[src/rtl/fetch_pkg.sv]
// Shared types for the instruction fetch stage:
// FSM states, buffered entry layout and the NOP filler.
package fetch_pkg;

  localparam logic [31:0] NOP_INST_C = 32'h0000_0013;

  typedef enum logic [2:0] {
    IDLE,
    REQ,
    WAIT,
    HOLD,
    DROP
  } fetch_state_t;

  typedef struct packed {
    logic [31:0] pc;
    logic [31:0] inst;
  } fetch_entry_t;

endpackage

[src/rtl/instruction_fetch_if.sv]
// Instruction-memory request/grant/response bus.
// master = fetch stage, slave = memory.
interface instruction_fetch_if;

  logic        im_req;
  logic [31:0] im_addr;
  logic        im_gnt;
  logic        im_rvalid;
  logic [31:0] im_rdata;

  modport master (
    output im_req,
    output im_addr,
    input  im_gnt,
    input  im_rvalid,
    input  im_rdata
  );

  modport slave (
    input  im_req,
    input  im_addr,
    output im_gnt,
    output im_rvalid,
    output im_rdata
  );

endinterface

[src/rtl/fetch_buffer.sv]
// Small FIFO of fetched {pc, inst} entries between
// the memory response and the decode stage.
module fetch_buffer
  import fetch_pkg::*;
#(
  parameter int DEPTH = 2,
  parameter int CW    = $clog2(DEPTH + 1)
) (
  input  logic          clk,
  input  logic          rst,
  input  logic          push_i,
  input  fetch_entry_t  entry_i,
  input  logic          pop_i,
  input  logic          flush_i,
  output fetch_entry_t  head_o,
  output logic [CW-1:0] count_o
);

  localparam int PW = (DEPTH > 1) ? $clog2(DEPTH) : 1;

  fetch_entry_t  mem_q [DEPTH];
  logic [PW-1:0] wr_ptr_q, wr_ptr_d;
  logic [PW-1:0] rd_ptr_q, rd_ptr_d;
  logic [CW-1:0] count_q, count_d;
  logic          do_push;
  logic          do_pop;

  function automatic logic [PW-1:0] inc(
    input logic [PW-1:0] p
  );
    if (int'(p) == DEPTH - 1) return '0;
    return p + PW'(1);
  endfunction

  assign do_push = push_i && !flush_i &&
                   (count_q < CW'(DEPTH));
  assign do_pop  = pop_i && !flush_i &&
                   (count_q != '0);

  always_comb begin
    wr_ptr_d = wr_ptr_q;
    rd_ptr_d = rd_ptr_q;
    count_d  = count_q;
    if (flush_i) begin
      wr_ptr_d = '0;
      rd_ptr_d = '0;
      count_d  = '0;
    end else begin
      if (do_push) wr_ptr_d = inc(wr_ptr_q);
      if (do_pop)  rd_ptr_d = inc(rd_ptr_q);
      count_d = count_q + CW'(do_push)
                        - CW'(do_pop);
    end
  end

  always_ff @(posedge clk) begin
    if (rst) begin
      wr_ptr_q <= '0;
      rd_ptr_q <= '0;
      count_q  <= '0;
    end else begin
      wr_ptr_q <= wr_ptr_d;
      rd_ptr_q <= rd_ptr_d;
      count_q  <= count_d;
    end
  end

  // payload needs no reset: count gates visibility
  always_ff @(posedge clk) begin
    if (do_push) mem_q[wr_ptr_q] <= entry_i;
  end

  assign head_o  = mem_q[rd_ptr_q];
  assign count_o = count_q;

endmodule

[src/rtl/instruction_fetch.sv]
// Fetch stage: one outstanding IM request, flush and
// stall handling, and a 2-entry buffer toward decode.
module instruction_fetch
  import fetch_pkg::*;
#(
  parameter int          BUF_DEPTH = 2,
  parameter logic [31:0] NOP_INST  = NOP_INST_C
) (
  input  logic                clk,
  input  logic                rst,
  input  logic [31:0]         pc_in,
  input  logic                PCsrc,
  input  logic                pc_hold,
  input  logic                id_stall,
  instruction_fetch_if.master im,
  output logic                IM_stall,
  output logic                if_valid,
  output logic [31:0]         if_pc,
  output logic [31:0]         if_inst
);

  localparam int CW = $clog2(BUF_DEPTH + 1);

  fetch_state_t  state_q, state_d;
  logic [31:0]   req_pc_q, req_pc_d;
  fetch_entry_t  hold_q, hold_d;
  fetch_entry_t  push_entry;
  fetch_entry_t  head;
  logic [CW-1:0] count;
  logic          has_room;
  logic          push;
  logic          pop;
  logic          req;
  logic          stall;

  assign has_room = count < CW'(BUF_DEPTH);

  always_comb begin
    state_d    = state_q;
    req_pc_d   = req_pc_q;
    hold_d     = hold_q;
    push       = 1'b0;
    push_entry = hold_q;
    req        = 1'b0;
    stall      = 1'b1;
    unique case (state_q)
      IDLE: state_d = REQ;
      REQ: begin
        req = has_room && !PCsrc;
        if (im.im_gnt) begin
          if (PCsrc) begin
            state_d = DROP;
          end else if (req) begin
            req_pc_d = pc_in;
            state_d  = WAIT;
          end
        end
      end
      WAIT: begin
        if (im.im_rvalid) begin
          if (PCsrc) begin
            state_d = REQ;
          end else if (pc_hold) begin
            hold_d  = '{pc: req_pc_q,
                        inst: im.im_rdata};
            state_d = HOLD;
          end else begin
            push       = 1'b1;
            push_entry = '{pc: req_pc_q,
                           inst: im.im_rdata};
            stall      = 1'b0;
            state_d    = REQ;
          end
        end else if (PCsrc) begin
          state_d = DROP;
        end
      end
      HOLD: begin
        stall = pc_hold;
        if (PCsrc) begin
          state_d = REQ;
        end else if (!pc_hold) begin
          push    = 1'b1;
          state_d = REQ;
        end
      end
      // the in-flight response belongs to a flushed path
      DROP: if (im.im_rvalid) state_d = REQ;
      default: state_d = IDLE;
    endcase
  end

  always_ff @(posedge clk) begin
    if (rst) begin
      state_q  <= IDLE;
      req_pc_q <= '0;
      hold_q   <= '0;
    end else begin
      state_q  <= state_d;
      req_pc_q <= req_pc_d;
      hold_q   <= hold_d;
    end
  end

  assign pop = if_valid && !id_stall && !PCsrc;

  fetch_buffer #(
    .DEPTH (BUF_DEPTH)
  ) u_buf (
    .clk     (clk),
    .rst     (rst),
    .push_i  (push),
    .entry_i (push_entry),
    .pop_i   (pop),
    .flush_i (PCsrc),
    .head_o  (head),
    .count_o (count)
  );

  assign im.im_req  = req;
  assign im.im_addr = (state_q == REQ) ? pc_in
                                       : req_pc_q;

  assign IM_stall = stall;
  assign if_valid = count != '0;
  assign if_pc    = if_valid ? head.pc : 32'h0;
  assign if_inst  = if_valid ? head.inst : NOP_INST;

endmodule

[src/flat_wrapper.sv]
// flat-port wrapper written by rule: the top's interface ports become plain ports
module instruction_fetch_flat import fetch_pkg::*;
#(
  parameter int          BUF_DEPTH = 2,
  parameter logic [31:0] NOP_INST  = NOP_INST_C
)
  (clk, rst, pc_in, PCsrc, pc_hold, id_stall, IM_stall, if_valid, if_pc, if_inst, im_im_req, im_im_addr, im_im_gnt, im_im_rvalid, im_im_rdata);
  instruction_fetch_if im_i ();
  input  logic clk;
  input  logic rst;
  input  logic [31:0] pc_in;
  input  logic PCsrc;
  input  logic pc_hold;
  input  logic id_stall;
  output logic IM_stall;
  output logic if_valid;
  output logic [31:0] if_pc;
  output logic [31:0] if_inst;
  output wire logic [$bits(im_i.im_req)-1:0] im_im_req;
  output wire logic [$bits(im_i.im_addr)-1:0] im_im_addr;
  input wire logic [$bits(im_i.im_gnt)-1:0] im_im_gnt;
  input wire logic [$bits(im_i.im_rvalid)-1:0] im_im_rvalid;
  input wire logic [$bits(im_i.im_rdata)-1:0] im_im_rdata;
  assign im_im_req = im_i.im_req;
  assign im_im_addr = im_i.im_addr;
  assign im_i.im_gnt = im_im_gnt;
  assign im_i.im_rvalid = im_im_rvalid;
  assign im_i.im_rdata = im_im_rdata;
  instruction_fetch #(.BUF_DEPTH(BUF_DEPTH), .NOP_INST(NOP_INST)) u_core (.clk(clk), .rst(rst), .pc_in(pc_in), .PCsrc(PCsrc), .pc_hold(pc_hold), .id_stall(id_stall), .im(im_i), .IM_stall(IM_stall), .if_valid(if_valid), .if_pc(if_pc), .if_inst(if_inst));
endmodule
[config.mk]
export PLATFORM = sky130hd
export DESIGN_NAME = instruction_fetch_flat
export DESIGN_NICKNAME = d
export VERILOG_FILES = /design/src/rtl/fetch_pkg.sv /design/src/rtl/instruction_fetch_if.sv /design/src/rtl/fetch_buffer.sv /design/src/rtl/instruction_fetch.sv /design/src/flat_wrapper.sv
export SDC_FILE = /design/constraint.sdc
export NUM_CORES = 1
export LEC_CHECK = 0
export BUFFER_PORTS_ARGS = -buffer_cell sky130_fd_sc_hd__buf_2
export CAP_MARGIN = 20
export CORE_MARGIN = 3
export CORE_UTILIZATION = 30
export CTS_CLUSTER_DIAMETER = 50
export CTS_CLUSTER_SIZE = 30
export DETAILED_ROUTE_END_ITERATION = 10
export PLACE_DENSITY = 0.56
export SLEW_MARGIN = 25
export SYNTH_ARGS = -nofsm -noshare
export SYNTH_HDL_FRONTEND = slang
export SYNTH_SLANG_ARGS = --single-unit
[constraint.sdc]
create_clock -name clk -period 8.99 [get_ports clk]
set_input_delay 1.3485 -clock clk [delete_from_list [all_inputs] [get_ports clk]]
set_output_delay 1.3485 -clock clk [all_outputs]
set_load 0.005 [all_outputs]
==> impl_metrics.json <==
{
  "status": "completed",
  "slew_headroom": 0.3506,
  "pwr-share-comb": 0.091,
  "drive_gt1_frac": 0.3243,
  "dr.pass1.iters": 4,
  "path_buf_inv": 2,
  "drv_cap": 0,
  "grt_usage": 0.1306,
  "synth-seq-cells": 232,
  "cp_common_cell": "buf_2",
  "cts.sink_count": 232,
  "synth_cell_types": 33,
  "netlist_area_mm2": 0.009756,
  "n_antenna_cell": 0,
  "p_sw_mw": 0.6028,
  "cts_tree": "built",
  "cts_setup_buffers": 0,
  "period_share": 0.4393,
  "crit_required_ns": 7.64,
  "syn_area_per_cell_um2": 11.34,
  "portBuffers": 169,
  "async_reset_ff_frac": 0,
  "cp-start-kind": "input port",
  "cts_root_buf": "clkbuf_16",
  "seqPwrFrac": 0.455,
  "clk_path_buf_depth": 3,
  "min_from": "u_core.hold_q[38]",
  "setup_viol": 0,
  "die_width_um": 186.3,
  "nNetsFinal": 1081,
  "cts_hold_buf": 0,
  "peakVddDrop_uv": 120.1,
  "htreeDepth": 1,
  "critPathTopFamily": "simple AND/OR/NAND/NOR gates",
  "fmax_mhz": 253.2,
  "avgViaCountPerCell": 4.512,
  "power_frac_clock": 0.454,
  "remaining_drc_errors": 0,
  "timing.rr.start": "u_core.u_buf.count_o[1]",
  "powerDensity_mw_per_mm2": 210.8,
  "crit_chain": "buf_2 -> nor4b_4 -> nand2b_4 -> o31a_1 -> buf_2",
  "setup_tns_ns": 0,
  "syn_inst": 860,
  "die_area_mm2": 0.03472,
  "clock_skew_ns": 0.01214,
  "antenna_found_initial": 1,
  "p_int_mw": 1.930,
  "dp_hpwl_mm": 13.64,
  "clock_latency_ns": 0.53,
  "synth_edf_count": 128,
  "grt_max_degree": 94,
  "final_max_slew_viol_count": 0,
  "rows": 65,
  "critical_path.max_stage_delay_ns": 0.39,
  "rsz0062_at_grt": "no",
  "endpoint_kind": "output port",
  "p_total_mw": 2.533,
  "critPathKind": "in2out",
  "wl_mm": 23.25,
  "clkSlewWorstSetupHoldPaths_ns": 0.06,
  "critical-path-slowest-cell": "nor4b_4",
  "ios": 170,
  "period_minus_slack_ns": 3.949,
  "grt_first_pass_wirelength_mm": 36.78,
  "start_util": 0.3068,
  "hold_violations": 0,
  "vias": 6610,
  "crit_arrival_ns": 2.60,
  "post_cts_resize_count": 0,
  "critPathMaxFanout": 28,
  "num-fill-cells": 3103,
  "leakage_nw": 4.327,
  "wl_per_cell_um": 15.87,
  "gp_congestion": 0.7665,
  "ant_nets": 0,
  "syn2layout_area_growth_pct": 23.15,
  "cts_buffers": 28,
  "grt_overflow": 0,
  "syn_nets": 933,
  "synth_flop_cell": "edfxtp_1",
  "min-delay-path-class": "reg2reg",
  "die_h_um": 186.3,
  "first_iter_violations": 264,
  "core_area_mm2": 0.03180,
  "p_sw_frac": 0.2380,
  "yosysSeqAreaShare": 0.6074,
  "crit_start": "PCsrc",
  "tightest_slew_ns": 0.9741,
  "yosysWarnings": 0,
  "grt_pass1_vias": 6627
}
-- worst min-delay path, cell delays in order (launching register included) --
cell and delay, ns:
dfxtp_1 0.30, nand2_1 0.05, a21oi_1 0.05
-- sequential cells by signal, indices dropped and copies added (netlist names), named ones only --
register / count
u_core.state_q: 3
u_core.u_buf.mem_q: 128
u_core.u_buf.wr_ptr_q: 1
u_core.hold_q: 64
u_core.u_buf.rd_ptr_q: 1
u_core.req_pc_q: 32
u_core.u_buf.count_o: 2
-- metal layers --
metal / global-route usage / vias up / part of all wire
met4: 0.02762 / 2 / 0.015
met3: 0.02837 / 31 / 0.060
met5: 0 / - / 0.00056
li1: - / 3291 / -
met1: 0.1658 / 3116 / 0.44
met2: 0.2297 / 170 / 0.48
-- metrics by stage --
step                hold WS [ns]  setup slack, ns  std cells    util  cell area, um^2
CTS                       0.4522            4.606       1463  0.3760            11960
global placement          0.4383            4.615       1411  0.3448            10960
detailed placement        0.4428            4.615       1411  0.3448            10960
floorplan                 0.4329            4.018        860       -             9756
global route              0.4677            4.919       1465  0.3778            12010
finish                    0.4508            5.041       1465  0.3778            12010
-- synth_stat cells, types with 2 or more instances --
master    instances  area share
nand2_1         201       0.077
edfxtp_1        128        0.39
dfxtp_1         104        0.21
a21oi_1          96       0.049
mux2_2           96        0.11
nor2_1           67       0.026
mux2i_1          66       0.068
clkbuf_1         28       0.011
buf_2            27       0.014
nor3_1            7      0.0036
inv_1             5      0.0019
and3_1            3      0.0019
buf_6             3      0.0035
xnor2_1           3      0.0027
a211oi_1          2      0.0015
ha_1              2      0.0026
nand2b_1          2      0.0013
nand3_1           2      0.0010
nor3b_1           2      0.0015
nor4_1            2      0.0013
o21ai_0           2      0.0010
-- placed cells by master, fill, tap and decap left out, types with 3 or more instances in the layout --
cell and instances:
nand2_1 201, buf_2 168, edfxtp_1 128, dfxtp_1 103, mux2_2 96, a21oi_1 96, mux2i_1 66, nor2_1 65
clkbuf_16 33, nor3_1 7, buf_4 6, inv_1 5, inv_6 4, xnor2_1 3, clkinv_4 3
-- kinds of logic after synthesis --
group / after synthesis / synth area share
AND/OR/NAND/NOR: 293 / 0.1220
flip-flops: 232 / 0.6074
multiplexers: 162 / 0.1785
AO/OA/AOI/OAI: 103 / 0.05515
buffers and inverters: 64 / 0.03078
XOR/XNOR: 4 / 0.003592
adder cells (fa/ha/maj): 2 / 0.002565
-- layout make-up --
cell class	count	area, um^2	share of cell area
timing repair buffer	177	952.2	0.07925
inverter	5	18.77	0.001562
sequential	232	5929	0.4935
tap	435	544.3	0.04530
multi-input combinational	564	3577	0.2978
clock buffer	37	860.8	0.07165
clock inverter	15	131.4	0.01094
-- power by group through the flow --
stage               combinational, mW  sequential (mW)  clock [mW]
floorplan                       0.153             1.16           0
global placement                0.234             1.18           0
detailed placement              0.234             1.18           0
CTS                             0.235             1.15        1.19
global route                    0.256             1.16        1.22
finish                          0.230             1.15        1.15
-- path summary, 6_finish.rpt --
| kind | end | slack (ns) | depth (start not counted) |
|---|---|---|---|
| worst max-delay path | IM_stall | 5.04 | 5 |
| worst min-delay path | u_core.hold_q[38] | 0.45 | 2 |
| worst max register to register | u_core.u_buf.count_o[1] | 6.35 | 9 |
| worst min register to register | u_core.hold_q[38] | 0.45 | 2 |
Power figures use the tool's default switching activity.
